## src/rtl/reg_file_mp.sv

```systemverilog
// reg_file_mp: multi-read-port register file with a pending-write scoreboard,
// a selectable hardwired-zero register and a sequenced clear engine.
//
// Ports:
//   clk, rst_n       clock, asynchronous active-low reset
//   ra  / rd         NUM_RD packed read addresses / read data (combinational)
//   rd_pend          per read port: addressed register has an outstanding write
//   we, wa, wd       write-back port (takes effect on the rising edge)
//   iss_v, iss_addr  issue port: mark iss_addr as pending
//   clr_req          single-cycle request to clear the whole array
//   ready            1 = array usable, 0 = clear in progress
//
// Optional feature: define REGFILE_BYPASS_EN for same-cycle
// write-to-read forwarding on every read port.
module reg_file_mp #(
    parameter int DATA_W   = 32,
    parameter int ADDR_W   = 5,
    parameter int NUM_RD   = 2,
    parameter int ZERO_REG = 31
) (
    input  logic                     clk,
    input  logic                     rst_n,
    input  logic [NUM_RD*ADDR_W-1:0] ra,
    output logic [NUM_RD*DATA_W-1:0] rd,
    output logic [NUM_RD-1:0]        rd_pend,
    input  logic                     we,
    input  logic [ADDR_W-1:0]        wa,
    input  logic [DATA_W-1:0]        wd,
    input  logic                     iss_v,
    input  logic [ADDR_W-1:0]        iss_addr,
    input  logic                     clr_req,
    output logic                     ready
);

    localparam int DEPTH = 2 ** ADDR_W;

    localparam logic [ADDR_W-1:0] ZERO_A   = ADDR_W'(ZERO_REG);
    localparam logic [ADDR_W:0]   CNT_LAST = (ADDR_W + 1)'(DEPTH - 1);
    localparam logic [ADDR_W:0]   CNT_ONE  = (ADDR_W + 1)'(1);

    typedef enum logic {
        S_CLEAR,
        S_READY
    } state_e;

    state_e              state_q;
    state_e              state_d;
    logic [ADDR_W:0]     cnt_q;
    logic [ADDR_W:0]     cnt_d;
    logic [DEPTH-1:0]    pend_q;
    logic [DEPTH-1:0]    pend_d;
    logic                ready_q;
    logic                ready_d;

    // Storage has no reset; the clear engine zeroes it after reset.
    logic [DATA_W-1:0]   mem [DEPTH];

    logic                mem_we;
    logic [ADDR_W-1:0]   mem_wa;
    logic [DATA_W-1:0]   mem_wd;

    logic                wr_ok;
    logic                iss_ok;

    assign wr_ok  = we && (wa != ZERO_A);
    assign iss_ok = iss_v && (iss_addr != ZERO_A);

    always_comb begin
        state_d = state_q;
        cnt_d   = cnt_q;
        pend_d  = pend_q;
        mem_we  = 1'b0;
        mem_wa  = wa;
        mem_wd  = wd;
        unique case (state_q)
            S_CLEAR: begin
                mem_we = 1'b1;
                mem_wa = cnt_q[ADDR_W-1:0];
                mem_wd = '0;
                pend_d = '0;
                cnt_d  = cnt_q + CNT_ONE;
                if (cnt_q == CNT_LAST) begin
                    state_d = S_READY;
                end
            end
            S_READY: begin
                if (clr_req) begin
                    // Clear wins; same-cycle write and issue are dropped.
                    state_d = S_CLEAR;
                    cnt_d   = '0;
                    pend_d  = '0;
                end else begin
                    if (wr_ok) begin
                        mem_we     = 1'b1;
                        pend_d[wa] = 1'b0;
                    end
                    // Applied after the write so a new producer wins.
                    if (iss_ok) begin
                        pend_d[iss_addr] = 1'b1;
                    end
                end
            end
            default: begin
                state_d = S_CLEAR;
                cnt_d   = '0;
                pend_d  = '0;
            end
        endcase
        ready_d = (state_d == S_READY);
    end

    always_ff @(posedge clk or negedge rst_n) begin
        if (!rst_n) begin
            state_q <= S_CLEAR;
            cnt_q   <= '0;
            pend_q  <= '0;
            ready_q <= 1'b0;
        end else begin
            state_q <= state_d;
            cnt_q   <= cnt_d;
            pend_q  <= pend_d;
            ready_q <= ready_d;
        end
    end

    always_ff @(posedge clk) begin
        if (mem_we) begin
            mem[mem_wa] <= mem_wd;
        end
    end

    logic [ADDR_W-1:0] rd_addr;

    always_comb begin
        rd      = '0;
        rd_pend = '0;
        rd_addr = '0;
        for (int k = 0; k < NUM_RD; k++) begin
            rd_addr = ra[k*ADDR_W +: ADDR_W];
            if (state_q == S_READY && rd_addr != ZERO_A) begin
                rd[k*DATA_W +: DATA_W] = mem[rd_addr];
                rd_pend[k]             = pend_q[rd_addr];
`ifdef REGFILE_BYPASS_EN
                if (we && wa == rd_addr) begin
                    rd[k*DATA_W +: DATA_W] = wd;
                    rd_pend[k]             = 1'b0;
                end
`else
`endif
            end
        end
    end

    assign ready = ready_q;

endmodule

```

## config.mk

```make
export PLATFORM = sky130hd
export DESIGN_NAME = reg_file_mp
export DESIGN_NICKNAME = d
export VERILOG_FILES = /design/src/rtl/reg_file_mp.sv
export SDC_FILE = /design/constraint.sdc
export NUM_CORES = 1
export LEC_CHECK = 0
export CORE_MARGIN = 8
export CORE_UTILIZATION = 40
export CTS_CLUSTER_DIAMETER = 120
export DETAILED_ROUTE_END_ITERATION = 6
export GPL_TIMING_DRIVEN = 0
export SYNTH_ARGS = -nofsm -noshare
export SYNTH_HDL_FRONTEND = slang
export SYNTH_SLANG_ARGS = --single-unit
```

## constraint.sdc

```tcl
create_clock -name clk -period 9.73 [get_ports clk]
set_clock_uncertainty 0.1 [all_clocks]
set_input_delay 2.4325 -clock clk [delete_from_list [all_inputs] [get_ports clk]]
set_output_delay 2.4325 -clock clk [all_outputs]
set_load 0.01 [all_outputs]
```

---- Word-level counts from Yosys, hierarchy flattened ----
Memory sizes are Yosys's and may differ from the RTL's.
Cells that the tools add are included.
storage, ports and cells
  bits of input ports ..................... 57
  output and inout bits ................... 67
  memories kept ........................... 1
  word-level logic and storage cells ...... 57
  flip-flop bits (word level) ............. 39
  bits in writable memories ............... 1024
memories
  name  words  width  rd ports  clocked after memory_dff  write ports  RTL line  source
  mem   32     32     2         0                         1            56        logic [DATA_W-1:0] mem [DEPTH];
cells by class
  bitwise operators ....................... 4
  muxes and demuxes ....................... 30
  equality and inequality tests ........... 6
  reductions and logical operators ........ 6
  order comparisons ....................... 6
  add/subtract/negate cells ............... 1
operators by type and width
  operator               number
  $mux W32               8
  $pmux W32 S2           1
  $and A32 B32 Y32       1
  $not A32 Y32           1
  $or A32 B32 Y32        1
  $lt A5 B6 Y1 const B   4
  $ne A5 B5 Y1 const B   4
  $mux W1                12
  $pmux W6 S2            1
  $bmux W1 S5            2
  $demux W1 S5           2
  $ge A5 B1 Y1 const B   2
  $add A6 B1 Y6 const B  1
  $eq A6 B5 Y1 const B   1
  $logic_and A1 B1 Y1    6
  $mux W6                1
  $mux W5                1
  $pmux W1 S2            2
  $ne A2 B2 Y1 const B   1
  $not A1 Y1             1

---- Logic depth before layout (Yosys ltp) ----
Gate-level depths: netlist (run 1).
  depth in word-level cells ............... 13
  gate-level depth with buffers ........... 9
  mapped depth without buffers ............ 4

---- Worst setup path after synthesis (run 1) ----
Ideal clock, no wire load.
  path kind ............................... input to output
  start ................................... input port ra[0]
  end ..................................... output port rd[0]
  data required time ...................... 7.198 ns
  data arrival time ....................... 3.862 ns
  buffers on the path ..................... 5
  stages .................................. 9
  slack ................................... 3.335 ns
  path through ............................ buf_4 > buf_12 > buf_12 > buf_8 > buf_6 > mux2i_1 > o221ai_1 > a21oi_1 > a221oi_1
on the way
  longest elaborated chain between the ends .. 3
  elaborated cells on any way between the ends .. 4
  those cells by class .................... 1 x eq/ne; 1 x mux; 1 x reduce/logical; 1 x memory
ends and longest elaborated chain
  what                                                                     RTL line  source
  from (decl)                                                              23        input logic [NUM_RD*ADDR_W-1:0] ra,
  parallel branches: the longest is 2 deep, another holds $mem_v2 Z32 W32  -
  $mux W32 (*)                                                             140       if (state_q == S_READY && rd_addr != ZERO_A) begin
  to (decl)                                                                24        output logic [NUM_RD*DATA_W-1:0] rd,
Every way passes the cells marked *.

---- Worst setup path in the final report (run 1) ----
  start ................................... input port ra[3]
  end ..................................... output port rd[25]
The elaborated chain is that of the path after synthesis.

==> results of run 1 <==
[synthesized netlist by cell type, types with 10 or more instances]
cell      count  share of area (%)
nand2_1      54               0.40
mux2i_1     465                9.2
or2_2        43               0.53
o21ai_1      13               0.13
nor2b_1      10               0.12
clkbuf_1    102               0.76
a221oi_2     61                1.8
edfxtp_1   1024                 61
o21ai_0      92               0.91
and2_1       33               0.41
a221oi_1     71                1.2
buf_6        29               0.64
nor2_1       42               0.31
mux4_2      330                 15
a211oi_1     66               0.98
o221ai_1     66                1.1
or2_1        23               0.28
dfrtp_1      39                1.9
buf_4        42               0.62
a21oi_1      97               0.96
o22ai_1      67               0.83
buf_2        53               0.52
[cell type report]
class                           instances  share of cell area [%]
Clock buffer                          147                    5.14
Multi-Input combinational cell       1576                    30.4
Antenna cell                            2                 0.00858
Clock inverter                         55                   0.834
Buffer                                241                    2.48
Sequential cell                      1063                    54.4
Tap cell                             1650                    3.54
Timing Repair Buffer                  154                    3.21
Inverter                                5                  0.0322
[through the flow]
| stage | TNS, ns | hold slack [ns] |
|---|---|---|
| finish | 0 | 0.390 |
| global route | 0 | 0.430 |
| CTS | 0 | 0.399 |
| detailed placement | 0 | 0.386 |
| global placement | -44.53 | 0.386 |
| floorplan | 0 | 0.350 |
[cells by family (layout without fill, tap and decap cells)]
| kind of cell | after synthesis | after routing |
|---|---|---|
| flip-flops | 1063 | 1063 |
| multiplexers | 796 | 796 |
| AO/OA/AOI/OAI | 543 | 543 |
| buffers and inverters | 246 | 602 |
| AND/OR/NAND/NOR | 235 | 235 |
| adder cells (fa/ha/maj) | 1 | 1 |
| XOR/XNOR | 1 | 1 |
| other | 0 | 2 |
[worst reg2reg max path: stages (launching register included)]
cell	delay, ns
dfrtp_1	0.45
clkbuf_1	0.48
clkbuf_1	0.84
clkbuf_1	0.68
and2_1	1.05
[flip-flops by register name, indices dropped and copies added (netlist names)]
register	cells
ready	1
pend_q	32
cnt_q	6
mem	1024
[layout by cell type, fill, tap and decap left out, drive strengths merged, types with 2 or more instances in the layout]
| cell | Yosys | routed |
|---|---|---|
| edfxtp | 1024 | 1024 |
| mux2i | 465 | 465 |
| mux4 | 330 | 330 |
| clkbuf | 103 | 250 |
| buf | 138 | 176 |
| a221oi | 132 | 132 |
| clkdlybuf4s50 | 0 | 116 |
| o21ai | 105 | 105 |
| a21oi | 97 | 97 |
| o22ai | 67 | 67 |
| a211oi | 66 | 66 |
| o221ai | 66 | 66 |
| or2 | 66 | 66 |
| nand2 | 54 | 54 |
| nor2 | 43 | 43 |
| clkinv | 0 | 43 |
| dfrtp | 39 | 39 |
| and2 | 34 | 34 |
| nor2b | 10 | 10 |
| bufinv | 0 | 9 |
| nand3 | 7 | 7 |
| nand2b | 7 | 7 |
| inv | 5 | 7 |
| nand3b | 6 | 6 |
| a21o | 4 | 4 |
| nor3 | 3 | 3 |
| diode | 0 | 2 |
| or3 | 2 | 2 |
| nor3b | 2 | 2 |
[routing by layer]
| layer | global-route usage, % | vias up | routed length, µm | part of all wire (%) |
|---|---|---|---|---|
| li1 | - | 12722 | - | - |
| met1 | 31.9 | 16516 | 67500 | 39 |
| met2 | 39.9 | 1670 | 81600 | 47 |
| met3 | 5.85 | 423 | 16500 | 9.5 |
| met4 | 10.1 | 2 | 8020 | 4.6 |
| met5 | 0 | - | 12 | 0.0069 |
[power groups by stage]
stage          logic, mW  clock network, mW  registers [mW]
2_1_floorplan       1.14                  0            5.84
3_3_place_gp        1.86                  0            5.93
3_5_place_dp        2.07                  0            5.88
4_1_cts             2.08               4.20            5.79
5_1_grt             2.16               4.37            5.84
6_report            2.09               4.17            5.79
[worst max path at each step]
stage / startpoint / end / slack, ns / depth (start not counted)
finish: ra[3] / rd[25] / 0.49 / 7
global route: ra[3] / rd[25] / 0.49 / 7
CTS: ra[3] / rd[25] / 0.56 / 7
detailed placement: ra[3] / rd[25] / 0.58 / 7
global placement: wa[4] / cnt_q[5] / -1.45 / 6
floorplan: ra[0] / rd[0] / 3.34 / 9
==> impl_metrics.csv, run 1 <==
group,metric,value,unit
power_and_ir_drop,pwr-share-comb,17.3,%
sta,period_minus_slack,9.24,ns
route,first_iter_violations,4030,
global_routing,grt_usage,24.6,%
worst_setup_path,cp_max_fo,10,
global_routing,grt_pass1_vias,32059,
placement,place_ws,0.582,ns
power_and_ir_drop,netSwitchingPower,3.33,mW
power_and_ir_drop,p_leak,19.4,nW
global_routing,antenna_found_initial,8,
hold_path,hold_path_depth,1,
die,die_area,0.138,mm²
power_and_ir_drop,power_frac_seq,48.0,%
die,core_area,0.126,mm²
global_routing,grt_pass1_wl,241000,µm
route,post-route-drc-count,0,
logic_synthesis,yosys_most_used_dff,"edfxtp_1",
logic_synthesis,async_flop_share,3.67,%
logic_synthesis,ys_ff_latch,1063,
logic_synthesis,synth_nets,2943,
route,wl,174000,µm
worst_setup_path,start_kind,"primary input",
sta,setup_viol,0,
worst_setup_path,cp.arrival,6.71,ns
worst_setup_path,timing.rr.end,"mem[11][14]",
layout,multiInputGateArea,0.0177,mm²
hold_path,worstHoldStart,"cnt_q[5]",
power_and_ir_drop,switching_share,27.6,%
logic_synthesis,yosysSeqAreaShare,62.6,%
die,num_rows,130,
clock_network,postCtsHoldBufs,0,
clock_network,htree_levels,3,
logic_synthesis,synthAdderAreaFrac,0.0247,%
route,viasPerCell,6.40,
worst_setup_path,timing.rr.start,"ready",
sta,rsz0062_at_grt,"no",
worst_setup_path,critPathTopFamily,"buffers and inverters",
logic_synthesis,synth-edff-count,1024,
logic_synthesis,yosysWarningCount,0,
clock_network,ctsLongestPathBuffers,3,
power_and_ir_drop,internal-power,8.72,mW
layout,final-seq-area,0.0317,mm²
layout,drive_above_1_share,24.1,%
logic_synthesis,netlist_instances,2885,
power_and_ir_drop,peakVddDrop,0.000143,V
hold_path,worstHoldEndpoint,"ready",
placement,dp_hpwl,121000,µm
logic_synthesis,synthXorXnorAreaFrac,0.0173,%
clock_network,numClockSinks,1063,
worst_setup_path,critical-path-max-stage-delay,0.84,ns
layout,area_growth,15.1,%
hold_path,worstHoldPathType,"reg -> reg",
worst_setup_path,critPathBufInv,4,
logic_synthesis,syn_area,0.0507,mm²
layout,utilization,46.4,%
sta,final.period_utilization,94.9,%
logic_synthesis,yosys.area_share.simple,2.42,%
worst_setup_path,endpoint_kind,"output port",
clock_network,post_cts_resized,0,
clock_network,cts_buffers,113,
clock_network,root_buffer,"clkbuf_16",
layout,stdcell_area,0.0583,mm²
placement,place_area,0.0548,mm²
route,wire_per_inst,35.5,µm
global_routing,grt_max_degree,40,
route,num_vias,31333,
die,die_y,372,µm
logic_synthesis,synth_top_family_by_area,"multiplexers",
logic_synthesis,syn_avg_cell_area,17.6,µm²
layout,n_fill_cell,10687,
sta,slew_viol_final,0,
layout,nNetsFinal,3212,
sta,fmax,108,MHz
die,initial_utilization,40.3,%
worst_setup_path,cp_data_required_time,7.20,ns
clock_network,cts_tree,"built",
placement,gp_congestion,0.853,
logic_synthesis,synth_mux_area_share,23.9,%
sta,finalHoldViolCount,0,
clock_network,clk_latency,0.69,ns
global_routing,grt-ovfl-total,0,
route,ant_nets,0,
sta,tightest_slew,1.36,ns
power_and_ir_drop,clockPowerShare,34.6,%
power_and_ir_drop,finalPower,12.1,mW
worst_setup_path,reg2reg_slack,5.76,ns
run_status,status,"complete, no violations",
worst_setup_path,crit_chain,"clkdlybuf4s50_1 > nor2b_1 > clkbuf_1 > clkbuf_1 > a21oi_1 > a221oi_2 > clkdlybuf4s50_1",
worst_setup_path,path_class,"in -> out",
placement,portBuffers,117,
route,first_pass_iters,5,
sta,relSlewSlack,9.26,%
clock_network,path_clk_slew,0.05,ns
flow_run,drv_cap,0,
die,die_x,372,µm
power_and_ir_drop,p_per_area,207,mW/mm²
die,num_io_pins,124,
logic_synthesis,synth_cell_type_count,47,
logic_synthesis,synth-compound-area-share,8.14,%
sta,fin_ws,0.492,ns
worst_setup_path,ff2ff_path_depth,4,
clock_network,post-cts-setup-buffers,0,
worst_setup_path,crit_slowest_cell,"clkbuf_1",
layout,fin_cells,4893,
placement,dp.cells,4688,
Power figures use the tool's default switching activity.
==> run 2, diff against run 1 <==
CORE_UTILIZATION = 50   (was 40)
PLACE_DENSITY = 0.67   (was not set)
==> run 2 against run 1 <==
Net effect: sequential cell count unchanged; sequential share of layout area up 0.21 points; clock-buffer cell count down 17; register-to-register slack better by 0.29 ns; critical path depth unchanged; critical path type unchanged; critical endpoint is now rd[29].
==> impl_metrics.csv, run 2 (synthesized netlist as in run 1, its figures left out) <==
group,metric,value,unit
worst_setup_path,cp.arrival,6.62,ns
sta,setup_viol,0,
clock_network,ctsLongestPathBuffers,3,
power_and_ir_drop,pwr-share-comb,16.8,%
route,ant_nets,0,
clock_network,post-cts-setup-buffers,0,
power_and_ir_drop,clockPowerShare,35.4,%
worst_setup_path,reg2reg_slack,6.05,ns
global_routing,antenna_found_initial,8,
sta,relSlewSlack,5.16,%
sta,setup_tns,0,ns
power_and_ir_drop,peakVddDrop,0.000154,V
worst_setup_path,cp_data_required_time,7.20,ns
layout,final-seq-area,0.0317,mm²
sta,fmax,109,MHz
clock_network,clk_latency,0.71,ns
worst_setup_path,cp_max_fo,10,
flow_run,drv_cap,0,
power_and_ir_drop,p_per_area,209,mW/mm²
power_and_ir_drop,switching_share,27.5,%
die,die_y,334,µm
die,core_area,0.100,mm²
die,num_rows,116,
global_routing,grt_pass1_vias,33034,
power_and_ir_drop,netSwitchingPower,3.34,mW
hold_path,worstHoldPathType,"reg -> reg",
layout,nNetsFinal,3209,
sta,tightest_slew,1.42,ns
sta,slew_viol_final,0,
layout,largest_reg_flops,1024,
route,wl_met1,59400,µm
layout,multiInputGateArea,0.0177,mm²
clock_network,path_clk_slew,0.06,ns
run_status,status,"complete, no violations",
route,first_iter_violations,4347,
global_routing,grt_pass1_wl,233000,µm
sta,holdWs,0.397,ns
sta,rsz0062_at_grt,"no",
clock_network,htree_levels,3,
route,viasPerCell,6.89,
power_and_ir_drop,internal-power,8.80,mW
die,die_x,334,µm
worst_setup_path,start_kind,"primary input",
route,first_pass_iters,6,
sta,final.period_utilization,94.0,%
placement,portBuffers,117,
die,initial_utilization,50.5,%
layout,reg_top3,"mem x1024, pend_q x32, cnt_q x6",
clock_network,postCtsHoldBufs,0,
layout,layout_common_cells,"edfxtp_1 (1024), mux2i_1 (465), mux4_2 (330), clkbuf_1 (119), clkdlybuf4s50_1 (116)",
route,wl_met2,80900,µm
clock_network,cts_tree,"built",
clock_network,root_buffer,"clkbuf_16",
layout,stdcell_area,0.0581,mm²
global_routing,grt-ovfl-total,0,
clock_network,cts_buffers,112,
power_and_ir_drop,finalPower,12.1,mW
sta,period_minus_slack,9.15,ns
worst_setup_path,ff2ff_path_depth,4,
hold_path,worstHoldStart,"cnt_q[5]",
layout,n_fill_cell,7485,
placement,dp_hpwl,117000,µm
die,die_area,0.112,mm²
layout,layout_commonest_cell,"edfxtp_1",
route,post-route-drc-count,0,
power_and_ir_drop,power_frac_seq,47.8,%
power_and_ir_drop,p_leak,19.5,nW
layout,drive_above_1_share,24.7,%
global_routing,grt_usage,28.8,%
worst_setup_path,timing.rr.start,"ready",
route,wl_met3,16900,µm
hold_path,hold_path_depth,1,
route,highest_layer,"met5",
clock_network,numClockSinks,1063,
worst_setup_path,endpoint_kind,"output port",
route,wire_per_inst,35.6,µm
die,num_io_pins,124,
clock_network,post_cts_resized,0,
sta,finalHoldViolCount,0,
global_routing,grt_max_degree,40,
worst_setup_path,path_class,"in -> out",
worst_setup_path,timing.rr.end,"mem[31][30]",
route,wl,164000,µm
worst_setup_path,worstSetupStartpoint,"ra[3]",
placement,place_area,0.0545,mm²
hold_path,worstHoldEndpoint,"ready",
placement,gp_congestion,0.882,
layout,area_growth,14.7,%
layout,largest_register,"mem",
route,num_vias,31687,
[run 2: cell count changes in the layout (fill, tap and decap cells not counted), moves of 4 or more]
| cell | previous run | this run |
|---|---|---|
| bufinv_16 | 9 | 13 |
| clkbuf_1 | 134 | 119 |
| clkinv_2 | 15 | 26 |
| inv_6 | 1 | 5 |
[run 2: metal layers]
metal / global-route usage (%) / vias up
met4: 11.1 / 4
li1: - / 12718
met2: 48.3 / 2013
met3: 6.54 / 385
met1: 36.4 / 16567
met5: 0 / -
[run 2: final cells by class]
class                   instances  area share [%]
diodes                          2         0.00861
repair buffers                152            3.20
clock inverters                76            1.27
multi-input cells            1576            30.5
clock buffers                 130            4.98
inverters                       5          0.0323
flip-flops and latches       1063            54.6
well taps                    1357            2.92
plain buffers                 241            2.49
[run 2: how the worst max path moves through the flow]
stage	slack (ns)	depth (start not counted)	to
detailed placement	0.80	7	rd[29]
global placement	-0.21	6	cnt_q[5]
global route	0.66	7	rd[29]
CTS	0.79	7	rd[29]
floorplan	3.34	9	rd[0]
finish	0.58	7	rd[29]
[run 2: worst max-delay path, cell delays in order]
cell,delay [ns]
clkdlybuf4s50_1,0.77
nor2b_1,0.31
clkbuf_1,0.97
clkbuf_1,0.68
a21oi_1,0.30
a221oi_2,0.50
clkdlybuf4s50_1,0.63
[run 2: power by group through the flow]
stage	Clock (mW)	Sequential (mW)	Combinational, mW
floorplan	0	5.84	1.14
detailed placement	0	5.89	2.01
finish	4.29	5.81	2.04
CTS	4.32	5.80	2.02
global route	4.48	5.85	2.12
global placement	0	5.90	1.77
[run 2: metrics by stage]
step / util [%] / worst slack (ns) / cells
after floorplan: - / 3.34 / 2885
final: 57.9 / 0.582 / 4602
after CTS: 57.9 / 0.794 / 4600
after global placement: 53.4 / -0.208 / 4359
after detailed placement: 54.3 / 0.801 / 4394
after global routing: 57.9 / 0.661 / 4602
